## config.mk

```make
export PLATFORM = sky130hd
export DESIGN_NAME = bit_logic_unit
export DESIGN_NICKNAME = d
export VERILOG_FILES = /design/src/rtl/bit_logic_pkg.sv /design/src/rtl/bit_logic_core.sv /design/src/rtl/bit_logic_unit.sv
export SDC_FILE = /design/constraint.sdc
export NUM_CORES = 1
export LEC_CHECK = 0
export CAP_MARGIN = 40
export CORE_UTILIZATION = 60
export CTS_CLUSTER_DIAMETER = 60
export DETAILED_ROUTE_END_ITERATION = 6
export MAX_ROUTING_LAYER = met4
export PLACE_DENSITY_LB_ADDON = 0.25
export SYNTH_ARGS = -nofsm -noshare
export SYNTH_HDL_FRONTEND = slang
export SYNTH_SLANG_ARGS = --single-unit
```

## constraint.sdc

```tcl
create_clock -name clk -period 8.34 [get_ports clk]
set_clock_uncertainty 0.2 [all_clocks]
set_input_delay 1.251 -clock clk [delete_from_list [all_inputs] [get_ports clk]]
set_output_delay 1.251 -clock clk [all_outputs]
set_load 0.02 [all_outputs]
```

## src/rtl/bit_logic_pkg.sv

```systemverilog
// Shared definitions for the bitwise logic unit and anything else that reuses
// its combinational core (e.g. the ALU).
//   op_t    : 3-bit op select as carried on in_op
//   op_e    : named op encodings OP_AND..OP_NOTA
//   flags_t : status flags derived from a result (zero, ones, parity, neg)
package bit_logic_pkg;

    typedef logic [2:0] op_t;

    typedef enum op_t {
        OP_AND  = 3'd0,
        OP_OR   = 3'd1,
        OP_XOR  = 3'd2,
        OP_NAND = 3'd3,
        OP_NOR  = 3'd4,
        OP_XNOR = 3'd5,
        OP_ANDN = 3'd6,  // A & ~B
        OP_NOTA = 3'd7   // ~A, B ignored
    } op_e;

    typedef struct packed {
        logic zero;    // result == 0
        logic ones;    // result is all ones
        logic parity;  // XOR-reduction of result
        logic neg;     // result MSB
    } flags_t;

endpackage

```

## src/rtl/bit_logic_core.sv

```systemverilog
// Purely combinational bitwise operator with result flags.
//   a, b  : WIDTH-bit operands (sign-agnostic)
//   op    : operation select (op_e encoding)
//   res   : WIDTH-bit result
//   flags : zero / ones / parity / neg of res
module bit_logic_core
    import bit_logic_pkg::*;
#(
    parameter int WIDTH = 16
) (
    input  logic [WIDTH-1:0] a,
    input  logic [WIDTH-1:0] b,
    input  op_t              op,
    output logic [WIDTH-1:0] res,
    output flags_t           flags
);

    always_comb begin
        // NOTE: default assignment first so every path drives res and no latch is inferred.
        res = '0;
        case (op)
            OP_AND:  res = a & b;
            OP_OR:   res = a | b;
            OP_XOR:  res = a ^ b;
            OP_NAND: res = ~(a & b);
            OP_NOR:  res = ~(a | b);
            OP_XNOR: res = ~(a ^ b);
            OP_ANDN: res = a & ~b;
            OP_NOTA: res = ~a;
            default: res = '0;
        endcase
    end

    always_comb begin
        flags.zero   = (res == '0);
        flags.ones   = &res;
        flags.parity = ^res;
        flags.neg    = res[WIDTH-1];
    end

endmodule

```

## src/rtl/bit_logic_unit.sv

```systemverilog
// Two-stage pipelined bitwise logic unit with valid/ready flow control and an
// optional accumulator that can stand in for operand A.
//   clk, rst_n            : clock, asynchronous active-low reset
//   in_valid / in_ready   : request handshake
//   in_a, in_b, in_op     : operands and op select
//   in_acc_sel            : 1 = take operand A from the accumulator
//   acc_clr               : clear accumulator at the next edge
//   out_valid / out_ready : result handshake
//   out_res               : result; out_zero/out_ones/out_parity/out_neg flags
module bit_logic_unit
    import bit_logic_pkg::*;
#(
    parameter int WIDTH  = 16,
    parameter bit ACC_EN = 1'b1
) (
    input  logic             clk,
    input  logic             rst_n,
    input  logic             in_valid,
    output logic             in_ready,
    input  logic [WIDTH-1:0] in_a,
    input  logic [WIDTH-1:0] in_b,
    input  op_t              in_op,
    input  logic             in_acc_sel,
    input  logic             acc_clr,
    output logic             out_valid,
    input  logic             out_ready,
    output logic [WIDTH-1:0] out_res,
    output logic             out_zero,
    output logic             out_ones,
    output logic             out_parity,
    output logic             out_neg
);

    logic             rst_done;
    logic             s1_valid;
    logic [WIDTH-1:0] s1_a;
    logic [WIDTH-1:0] s1_b;
    op_t              s1_op;
    logic             s1_acc_sel;
    logic             s2_valid;
    flags_t           s2_flags;
    logic [WIDTH-1:0] acc;

    logic             s1_adv;
    logic             s2_adv;
    logic [WIDTH-1:0] op_a;
    logic [WIDTH-1:0] core_res;
    flags_t           core_flags;

    // Stage 2 can take a new entry when empty or when its result leaves this cycle;
    // stage 1 can take one when empty or when it moves into stage 2.
    assign s2_adv   = !s2_valid || out_ready;
    assign s1_adv   = s1_valid && s2_adv;
    // rst_done keeps the unit closed until the first edge after reset release.
    assign in_ready = rst_done && (!s1_valid || s2_adv);

    // The accumulator always holds the result of the op that last left S1,
    // so an acc_sel entry directly behind it chains without a bubble.
    assign op_a = s1_acc_sel ? acc : s1_a;

    bit_logic_core #(.WIDTH(WIDTH)) u_core (
        .a     (op_a),
        .b     (s1_b),
        .op    (s1_op),
        .res   (core_res),
        .flags (core_flags)
    );

    // NOTE: sequential state uses non-blocking assignments so every register samples pre-edge values.
    always_ff @(posedge clk or negedge rst_n) begin
        if (!rst_n) begin
            rst_done <= 1'b0;
        end else begin
            rst_done <= 1'b1;
        end
    end

    // Stage 1: operand capture. When in_ready is high the slot is free at the
    // edge (empty or draining), so it simply takes whatever is offered.
    always_ff @(posedge clk or negedge rst_n) begin
        if (!rst_n) begin
            s1_valid   <= 1'b0;
            s1_a       <= '0;
            s1_b       <= '0;
            s1_op      <= OP_AND;
            s1_acc_sel <= 1'b0;
        end else if (in_ready) begin
            s1_valid <= in_valid;
            if (in_valid) begin
                s1_a       <= in_a;
                s1_b       <= in_b;
                s1_op      <= in_op;
                s1_acc_sel <= ACC_EN && in_acc_sel;
            end
        end
    end

    // Stage 2: result and flags. Payload only changes when a new entry arrives,
    // so out_res and flags hold while stalled and after the last result leaves.
    always_ff @(posedge clk or negedge rst_n) begin
        if (!rst_n) begin
            s2_valid <= 1'b0;
            out_res  <= '0;
            s2_flags <= '0;
        end else begin
            if (s2_adv) begin
                s2_valid <= s1_valid;
            end
            if (s1_adv) begin
                out_res  <= core_res;
                s2_flags <= core_flags;
            end
        end
    end

    // Clear wins over a same-edge update; without ACC_EN it stays at zero.
    always_ff @(posedge clk or negedge rst_n) begin
        if (!rst_n) begin
            acc <= '0;
        end else if (ACC_EN) begin
            if (acc_clr) begin
                acc <= '0;
            end else if (s1_adv) begin
                acc <= core_res;
            end
        end
    end

    assign out_valid  = s2_valid;
    assign out_zero   = s2_flags.zero;
    assign out_ones   = s2_flags.ones;
    assign out_parity = s2_flags.parity;
    assign out_neg    = s2_flags.neg;

endmodule

```

==> summary.md <==
| Metric | Value |
|---|---|
| Yosys top cell area share | 34.4% |
| Synth Flop Type | dfrtp_1 |
| DP Worst Slack | 4210 ps |
| Cells taking the most area after synthesis | dfrtp_1 34%, ha_1 15%, mux2_2 9.4% |
| CTS buffer count | 9 |
| PD cells | 289 nW/µm² |
| Seq cells post-synth | 74 |
| Share of layout cells above drive strength 1 | 15.6% |
| Ports | 63 |
| Syn avg cell area | 10.2 µm² |
| Count leader, synth | dfrtp_1 |
| TritonCTS clock tree | done |
| PnR worst setup slack | 4210 ps |
| Ant. Diodes | 0 |
| Clk sinks | 74 |
| Slew headroom | 50.4% |
| All-Layer GR Usage | 28.3% |
| Final setup viols | 0 |
| Wire per inst | 17.6 µm |
| Peak VDD IR | 0.000225 V |
| Initial antenna violation count | 0 |
| Hold-fix buffers, CTS | 0 |
| CTS Buffer Depth | 2 |
| Vias per std cell | 5.98 |
| Drt drc | 0 |
| CP Capture Type | output port |
| Syn Inst Count | 530 |
| Syn. warnings | 0 |
| Commonest cells in the netlist | 74 x dfrtp_1, 64 x ha_1, 45 x mux2_2, 44 x inv_1, 35 x nor2_1 |
| Latest clock arrival within the worst-skew pair | 370 ps |
| Gr busiest metal | met2 |
| Gpl congestion | 0.873 |
| Final net count | 684 |
| Crit-path max FO | 4 |
| Ys async rst share | 100% |
| Detailed placement HPWL | 8650 µm |
| Largest net degree at the start of global routing | 45 |
| Die footprint | 9350 µm² |
| Synthesized Nets | 635 |
| RSZ-0062 raised after global routing | no |
| Core area | 8720 µm² |
| CTS root buffer | clkbuf_8 |
| Fmax | 242 MHz |
| Hold Vio Cnt, Final | 0 |
| Worst-path clk slew | 70 ps |
| Row cnt | 34 |
| Outcome | complete, no violations |
| Post-CTS sizing | 0 |
| Worst Path Required | 6890 ps |
| Area leader, netlist | dfrtp_1 |
| Leakage power | 2.87 nW |
| Pre-antenna DRT Iters | 5 |
| Fin crit share | 49.6% |
| Via count | 4139 |
| Tot Pwr | 1.81 mW |
| Fin Setup TNS | 0 ps |
| GR Layer Usage met3 | 3.68% |
| Core Util, Final | 71.9% |
| Vias in the first global route | 4305 |
| H-tree levels | 3 |
| Die Span Y | 96.7 µm |
| Setup CP Type | in2out |
| Flop2flop setup slack | 4710 ps |
| Min Clock Period, post-route | 4130 ps |
| Worst setup SP type | input pin |
| HP Class | reg2reg |
| GRT met2 Usage | 46.0% |
| Setup Buffers After CTS | 0 |
| Area delta synth->final | 16.5% |
| Cell Area, Synth | 5380 µm² |
| Register area share after synthesis | 34.4% |
| Synth unique cells | 47 |
| Antenna-violating nets left | 0 |
| Grt met1 use | 36.4% |
| DR iter-0 viols | 250 |
| Tightest Pin Transition | 744 ps |
| Max-cap violations | 0 |
| Count of filler cells inserted in the layout | 627 |
| Post-Route WL | 12200 µm |
| Number of synthesized flops with an enable pin | 0 |
| Global-route wire length before repair | 20900 µm |
| Crit path DAT | 2680 ps |
| PortBufs | 62 |
| Initial core utilization | 61.7% |
| DIE WIDTH | 96.7 µm |
| Count of pins over their slew limit | 0 |
| GRT overflow | 0 |
## logic make-up (layout without fill, tap and decap cells)
family,after synthesis,count (layout),synth area share (%)
other,1,1,0.0697
buffers and inverters,77,131,6.81
XOR/XNOR,7,7,1.14
adder cells (fa/ha/maj),64,64,14.9
AND/OR/NAND/NOR,135,135,13.6
multiplexers,64,64,13.2
flip-flops,74,74,34.4
AO/OA/AOI/OAI,108,108,15.9
## cell usage in the layout, fill, tap and decap left out, types with 7 or more instances in the layout
| master | instances |
|---|---|
| dfrtp_1 | 73 |
| ha_1 | 64 |
| clkdlybuf4s50_1 | 61 |
| mux2_2 | 45 |
| inv_1 | 44 |
| nor2_1 | 35 |
| o31ai_1 | 24 |
| nand2_1 | 22 |
| nand2b_1 | 21 |
| o22ai_1 | 18 |
| a21oi_1 | 17 |
| mux2i_1 | 16 |
| nor2b_1 | 15 |
| nand3b_1 | 12 |
| or2_1 | 11 |
| clkbuf_8 | 10 |
| xnor2_1 | 7 |
## per-stage QoR
step                      cells  area, µm²  hold WS, ps
after global placement      672       5970          260
after floorplan             530       5380          263
after CTS                   692       6270          288
final                       692       6270          280
after detailed placement    676       6050          270
after global routing        692       6270          294
## per-layer routing
metal  wire, µm  vias up
met5          0        -
met4        234        0
met3        607       24
met2       5950      125
met1       5420     2029
li1           -     1961
## critical path: stages
cell and delay (ps):
clkdlybuf4s50_1 460, nand2b_1 180, o21a_1 180, clkdlybuf4s50_1 610
## sequential cells by signal, summed over array words and instances (netlist names)
signal and flops:
s1_valid 1, out_zero 1, out_valid 1, out_parity 1
s1_a 16, s1_b 16, rst_done 1, s1_op 3
s1_acc_sel 1, acc 16, out_ones 1, out_res 16
## cell type report
class | count | area (µm²) | share of cell area [%]
multi-input combinational | 379 | 3160 | 50.4
sequential | 74 | 1850 | 29.5
timing repair buffer | 71 | 736 | 11.7
inverter | 44 | 165 | 2.63
clock buffer | 11 | 141 | 2.25
tap | 108 | 135 | 2.15
clock inverter | 5 | 77.6 | 1.24
## path summary, 6_finish.rpt
path / from / endpoint / cells after the start
min in group asynchronous: rst_n / s1_b[6] / 2
max: out_ready / in_ready / 4
max reg2reg: s1_acc_sel / out_parity / 13
min reg2reg: out_res[6] / out_res[6] / 2
min: out_res[6] / out_res[6] / 2
max in group asynchronous: rst_n / s1_b[15] / 3
## power by group
part           switching, mW  total (mW)  internal, mW
Combinational          0.517       0.975         0.457
Sequential            0.0729       0.521         0.448
Clock                  0.141       0.317         0.176
Total                  0.732        1.81          1.08
Note: power is estimated with default switching activity, not from simulation.
==> edit (same settings) <==
`WIDTH` is set to 16 in 2 places; all go to 20.
--- a/src/rtl/bit_logic_core.sv
+++ b/src/rtl/bit_logic_core.sv
@@ -7,5 +7,5 @@
     import bit_logic_pkg::*;
 #(
-    parameter int WIDTH = 16
+    parameter int WIDTH = 20
 ) (
     input  logic [WIDTH-1:0] a,
--- a/src/rtl/bit_logic_unit.sv
+++ b/src/rtl/bit_logic_unit.sv
@@ -11,5 +11,5 @@
     import bit_logic_pkg::*;
 #(
-    parameter int WIDTH  = 16,
+    parameter int WIDTH  = 20,
     parameter bit ACC_EN = 1'b1
 ) (
Interface: changed (resized in_a, in_b and out_res); port bits go from 63 to 75. No check against the original RTL was run, so the function may have changed too.
==> edit against the unedited design <==
Utilization is 0.60 points lower. Hold slack better by 0.0019 ns. Setup slack worse by 0.052 ns. Non-clock buffer count is 10 higher. Register-to-register slack worse by 0.13 ns. Total power is 16% higher. Sequential cell count is 16 higher. Synthesized area is 20% higher. Design area is 18% higher. Critical path depth stayed put. Global-route usage is 0.98 points higher. Routed wire length is 23% higher. Largest power group unchanged.
==> edit: results <==
[status]
status = complete, no violations

[cts]
h-tree-depth = 3
clkLatencyLatePin_ns = 0.39
root_buffer = clkbuf_8
cts_inserted_buffers = 9
cts.repair.resized = 0
max-clock-path-buffers = 2
cts_setup_buffers = 0
clk_pin_slew_ns = 0.08

[placement]
port-buffer-count = 74
post-place-ws_ns = 4.16
gp_congestion = 0.936
hpwl_um = 10600

[logic_synthesis]
synth_cell_types = 58
yosysWarnings = 0
yosys-top-cells-count = dfrtp_1, ha_1, inv_1
syn_nets = 760
synth-main-ff-cell = dfrtp_1
seq_area_frac_synth_pct = 34.9
synthArstFlopShare_pct = 100
yosys-top-cells-area = dfrtp_1, ha_1, mux2_2

[routing]
drtPass1Iterations = 5
initialDrtViolationCount = 261
routed_wl_um = 15000
vias_per_cell = 5.90

[worst_setup_path]
cp_max_fo = 3
crit_slowest_cell = clkdlybuf4s50_1
cpPeakStageDelay_ns = 0.66
cp.arrival_ns = 2.73

[global_routing]
antenna_found_initial = 0
globalRouteTotalUtil_pct = 29.3
grt_max_degree = 52
grt_pass1_wl_um = 24700
grt_pass1_vias = 5079

[power_and_ir_drop]
leakage_nw = 3.67
irDropWorstVdd_mv = 0.172

[sta]
worst_pin_slew_ns = 0.876

[layout]
diodes = 0
drive_above_1_share_pct = 14.5
final_nets = 815

[min_path]
hold_class = flip-flop to flip-flop
-- edit: cell types whose count changed after synthesis, sizes merged, moves of 10 or more --
cell / unedited run / this run
a21o: 1 / 11
dfrtp: 74 / 90
ha: 64 / 80
inv: 44 / 64
mux2i: 16 / 29
nand2: 23 / 36
nor2: 35 / 24
o21ai: 9 / 22
o21ba: 0 / 11
o31ai: 25 / 0
or2: 11 / 0
-- edit: power breakdown --
part | internal [W] | switching, W | leakage (nW) | total (W)
Clock | 0.000144 | 0.000154 | 0.0962 | 0.000298
Sequential | 0.000543 | 0.0000702 | 1.12 | 0.000613
Combinational | 0.000554 | 0.000634 | 2.45 | 0.00119
-- edit: final timing paths --
check                                        startpoint  slack, ns                 endpoint  depth (start not counted)
worst min register to register  out_res[18]$_DFFE_PN0P_       0.28  out_res[18]$_DFFE_PN0P_                          2
worst max-delay path                          out_ready       4.15                 in_ready                          4
min in group asynchronous                         rst_n       0.61      s1_a[0]$_DFFE_PN0P_                          1
worst min-delay path            out_res[18]$_DFFE_PN0P_       0.28  out_res[18]$_DFFE_PN0P_                          2
worst max register to register     s1_op[1]$_DFFE_PN0P_       4.58   out_parity$_DFFE_PN0P_                         11
max in group asynchronous                         rst_n       6.28      acc[10]$_DFFE_PN0P_                          2
-- edit: critical path, delay by kind of cell --
family | cells | cell delay [ns]
compound gates | 1 | 0.26
buf+inv | 2 | 1.15
simple gates | 1 | 0.07
-- edit: cell families (layout without fill, tap and decap cells) --
logic type	after synthesis	in the layout	synth area share, %
multiplexers	84	84	14.1
flip-flops	90	90	34.9
XOR/XNOR	9	9	1.22
adder cells (fa/ha/maj)	80	80	15.5
AO/OA/AOI/OAI	146	146	17.5
AND/OR/NAND/NOR	120	120	9.49
buffers and inverters	101	160	7.18
other	1	1	0.0582
-- edit: final cells by class --
type / instances / area [um2]
clock buffer: 12 / 145
fill: 775 / 2970
tap: 136 / 170
inverter: 64 / 240
clock inverter: 3 / 40.0
timing repair buffer: 81 / 811
multi-input combinational: 440 / 3740
sequential: 90 / 2250
-- edit: stage by stage --
stage / instance area, um2 / instances / total power, W
floorplan: 6450 / 631 / 0.00148
global placement: 7180 / 810 / 0.00174
detailed placement: 7210 / 811 / 0.00180
CTS: 7400 / 826 / 0.00211
global route: 7400 / 826 / 0.00225
finish: 7400 / 826 / 0.00210
-- edit: layer usage --
layer	GRT usage, %	part of all wire (%)	vias up
met5	-	0	-
met4	12.0	2.1	0
met3	5.38	4.3	26
met2	49.2	50	134
met1	34.8	44	2391
li1	-	-	2323
